===== config.mk =====
export PLATFORM = sky130hd
export DESIGN_NAME = mem_wb
export DESIGN_NICKNAME = d
export VERILOG_FILES = /design/src/rtl/mem_wb.sv
export SDC_FILE = /design/constraint.sdc
export NUM_CORES = 1
export LEC_CHECK = 0
export BUFFER_PORTS_ARGS = -buffer_cell sky130_fd_sc_hd__buf_2
export CORE_MARGIN = 4
export CORE_UTILIZATION = 46
export CTS_CLUSTER_SIZE = 16
export DETAILED_ROUTE_END_ITERATION = 10
export GPL_TIMING_DRIVEN = 0
export PLACE_DENSITY_LB_ADDON = 0.12
export RECOVER_POWER = 50
export SETUP_SLACK_MARGIN = 0.1
export SLEW_MARGIN = 20
export SYNTH_ARGS = -nofsm -noshare
export SYNTH_HDL_FRONTEND = slang
export SYNTH_SLANG_ARGS = --single-unit

===== constraint.sdc =====
create_clock -name clk -period 1.1 [get_ports clk]
set_input_delay 0.22 -clock clk [delete_from_list [all_inputs] [get_ports clk]]
set_output_delay 0.22 -clock clk [all_outputs]
set_load 0.02 [all_outputs]

===== src/rtl/mem_wb.sv =====
// mem_wb: MEM/WB pipeline register feeding the regfile write port, HI/LO and LL-bit.
// Handles stall-driven bubbles/holds and flush.
module mem_wb #(
    parameter int DATA_W = 32,
    parameter int ADDR_W = 5
) (
    input  logic              clk,
    input  logic              rst,
    input  logic [5:0]        stall,
    input  logic              flush,
    input  logic [ADDR_W-1:0] mem_wd,
    input  logic              mem_wreg,
    input  logic [DATA_W-1:0] mem_wdata,
    input  logic              mem_whilo,
    input  logic [DATA_W-1:0] mem_hi,
    input  logic [DATA_W-1:0] mem_lo,
    input  logic              mem_llbit_we,
    input  logic              mem_llbit_value,
    output logic [ADDR_W-1:0] wb_wd,
    output logic              wb_wreg,
    output logic [DATA_W-1:0] wb_wdata,
    output logic              wb_whilo,
    output logic [DATA_W-1:0] wb_hi,
    output logic [DATA_W-1:0] wb_lo,
    output logic              wb_llbit_we,
    output logic              wb_llbit_value
);
    logic w_bubble;
    logic w_load;
    assign w_bubble = flush || (stall[4] && !stall[5]);
    assign w_load   = !stall[4];
    always_ff @(posedge clk or negedge rst) begin
        if (!rst) begin
            wb_wd          <= '0;
            wb_wreg        <= 1'b0;
            wb_wdata       <= '0;
            wb_whilo       <= 1'b0;
            wb_hi          <= '0;
            wb_lo          <= '0;
            wb_llbit_we    <= 1'b0;
            wb_llbit_value <= 1'b0;
        end else if (w_bubble) begin
            wb_wd          <= '0;
            wb_wreg        <= 1'b0;
            wb_wdata       <= '0;
            wb_whilo       <= 1'b0;
            wb_hi          <= '0;
            wb_lo          <= '0;
            wb_llbit_we    <= 1'b0;
            wb_llbit_value <= 1'b0;
        end else if (w_load) begin
            // Writes to $0 are suppressed so forwarding never matches it
            wb_wd          <= mem_wd;
            wb_wreg        <= mem_wreg && (mem_wd != '0);
            wb_wdata       <= mem_wdata;
            wb_whilo       <= mem_whilo;
            wb_hi          <= mem_hi;
            wb_lo          <= mem_lo;
            wb_llbit_we    <= mem_llbit_we;
            wb_llbit_value <= mem_llbit_value;
        end
    end
endmodule


==> results.txt <==
----------------------------------------------------
[Run status]
  Status ... finished, violations left
  Violated checks ... setup timing

[Critical path]
  Cell chain of the critical path ... buf_6
  WS Path Type ... reg -> out
  Worst Path Buf+Inv ... 1
  Slowest cell on crit path ... dfrtp_1
  Category of the worst setup path launch point ... flop
  Peak fanout along the critical path ... 2
  CP arrival ... 0.93 ns
  Worst EP required ... 0.88 ns
  Crit path max-delay family ... flip-flops
  Crit path largest cell delay ... 0.43 ns
  R2r setup slk ... 0.12 ns
  Capturing element type of the critical path ... output pin

[CTS]
  H-tree Lvls ... 3
  Insertion delay to the later sink of the worst-skew pair ... 0.34 ns
  Root Driver ... clkbuf_8
  TritonCTS clock tree ... built
  Clock tree sinks ... 105
  TritonCTS Buffers ... 9
  Clock-pin slew on the worst setup and hold paths ... 0.10 ns
  Maximum clock insertion buffer count ... 2

[Logic synthesis]
  Syn. warnings ... 0
  FF+latch count, synth ... 105
  Synth cell types ... 10
  Main area contributors after synthesis ... dfrtp_1 71%, a22o_1 25%, buf_2 1.5%
  Cell type with the largest total area after synthesis ... dfrtp_1
  Gate count of the mapped netlist ... 238
  Proportion of synthesized chip area in sequential cells ... 0.711
  Netlist area before placement ... 3700 sq um
  Syn nets ... 352
  Fraction of synthesized cell area taken by the top area cell type ... 0.711
  Average footprint of a synthesized cell ... 15.5 sq um

[Route]
  DRC marker count from the first detailed-route iteration ... 48
  Vias ... 3,265
  Post-detailed-route DRC marker count ... 0
  DRT Wirelength ... 11,800 um
  Average routed wire per standard cell ... 18.8 um
  Average vias per placed instance ... 5.20
  Count of TritonRoute iterations in the first routing pass ... 4
  ANT nets after route ... 0

[Timing]
  Highest Clock Rate ... 0.871 GHz
  Final number of max-transition violations ... 0
  Total Negative Setup Slacks ... -1.49 ns
  Worst hold slack ... 0.0774 ns
  Slack of the critical path ... -0.0479 ns
  Relative slew margins ... 0.238
  Number of hold-slack violations in the final timing report ... 0
  Transition time at the pin with the least slew margin ... 1.14 ns
  Post-route minimum period ... 1.15 ns
  Worst-case clock skew ... 0 ns
  Setup Viol. Count Final ... 100
  RSZ-0062 raised after global routing ... true
  Period utilization ... 1.04

[Floorplan]
  Initial Utilization ... 0.476
  Num rows ... 32
  Top-level I/O count ... 219
  Area enclosed by the die boundary ... 9530 sq um
  Die Span Y ... 97.6 um
  Chip Width ... 97.6 um
  Total core area ... 7770 sq um

[Placement]
  Port Buffers ... 214
  HPWL Detailed ... 7490 um
  Last weighted congestion value of the routability-driven placer ... 0.809
  Number of placed instances, taps included ... 555

[Run]
  Count of max-cap constraint violations ... 0

[Cells and area]
  Post-synthesis to final-layout area growth ... 68.6%
  Number of nets in the layout ... 636
  Diodes inserted ... 0
  Final cell count without fillers ... 628
  Filler cell count ... 453
  Fraction of final layout cells with drive strength greater than 1 ... 0.582

[Power]
  Final Total Pwr ... 0.00799 W
  Power per cell area ... 1280 nW/um^2
  Pleak ... 3.39 nW
  Worst ir drop on vdd ... 0.624 mV

[Global routing]
  Overall routing resource usage ... 0.239
  Overflow after GRT ... 0
  First-pass GRT wire length ... 18,000 um
  Antenna violations before repair ... 0
  Via count of the first global-routing pass ... 3,437
  Pin count of the biggest net entering global routing ... 55

[Min path]
  Tightest Hold Check Type ... in -> async

----------------------------------------------------
placed cells by master, fill, tap and decap left out:
master and count:
nor2_4 1, nor2_1 1, buf_16 1, clkinv_4 1, clkbuf_4 1, a22o_1 104
a32o_1 1, clkbuf_8 10, nor2_2 1, bufinv_16 1, clkinvlp_4 2, buf_2 119
nor3_1 1, clkbuf_1 6, buf_4 60, buf_6 109, dfrtp_1 105, nand2_1 2
synth_stat cells (all sizes together):
| cell type | instances |
|---|---|
| nor3 | 1 |
| nor2 | 3 |
| clkbuf | 5 |
| nand2 | 2 |
| dfrtp | 105 |
| buf | 17 |
| a22o | 104 |
| a32o | 1 |
final timing paths:
kind,from,endpoint,depth (start not counted)
max,wb_lo[4]$_DFFE_PN0P_,wb_lo[4],1
min,rst,wb_hi[11]$_DFFE_PN0P_,1
min reg2reg,wb_lo[24]$_DFFE_PN0P_,wb_lo[24]$_DFFE_PN0P_,1
min in group clk,mem_whilo,wb_whilo$_DFFE_PN0P_,2
max reg2reg,wb_hi[19]$_DFFE_PN0P_,wb_hi[19]$_DFFE_PN0P_,3
max in group asynchronous,rst,wb_lo[18]$_DFFE_PN0P_,2
stage by stage:
| stage | util | worst slack, ns | area, sq um |
|---|---|---|---|
| floorplan | - | 0.131 | 3700 |
| CTS | 0.774 | -0.0629 | 6010 |
| global route | 0.802 | -0.0791 | 6230 |
| finish | 0.802 | -0.0479 | 6230 |
| detailed placement | 0.635 | -0.264 | 4930 |
| global placement | 0.630 | -1.26 | 4890 |
cell type report:
type | instances | area [sq um] | share of cell area
flip-flops and latches | 105 | 2630 | 0.422
repair buffers | 273 | 2210 | 0.354
multi-input cells | 111 | 955 | 0.153
clock buffers | 11 | 141 | 0.0227
well taps | 102 | 128 | 0.0205
plain buffers | 22 | 121 | 0.0195
clock inverters | 4 | 53.8 | 0.00863
power by group:
part           switching (W)  internal [W]
clock network        0.00127       0.00111
registers           0.000146       0.00404
logic               0.000669      0.000760
total                0.00208       0.00591
state kept, by name (all words and copies together) (netlist names):
| signal | cells |
|---|---|
| wb_hi | 32 |
| wb_llbit_value | 1 |
| wb_llbit_we | 1 |
| wb_lo | 32 |
| wb_wd | 5 |
| wb_wdata | 32 |
| wb_whilo | 1 |
| wb_wreg | 1 |
cells by family (layout without fill, tap and decap cells):
| logic type | count (synthesis) | in the layout | share of synthesized area |
|---|---|---|---|
| AOI/OAI and AO/OA | 105 | 105 | 0.249 |
| DFF | 105 | 105 | 0.711 |
| buffers and inverters | 22 | 310 | 0.0322 |
| and+or+nand+nor | 6 | 6 | 0.00778 |
layer usage:
| metal | vias up | global-route usage | part of all wire |
|---|---|---|---|
| met4 | 0 | 0.0916 | 0.025 |
| li1 | 1479 | - | - |
| met3 | 24 | 0.0682 | 0.079 |
| met2 | 160 | 0.401 | 0.51 |
| met1 | 1602 | 0.293 | 0.39 |
| met5 | - | 0 | 0 |
what timing repair did:
item,4_1_cts,5_1_grt
setup endpoints to repair,105,155
gates resized for setup,210,6
endpoints found under the hold margin,51,51
buffers inserted,31,30
cloned,0,0
pin swaps,0,3
Note: power is estimated with default switching activity, not from simulation.
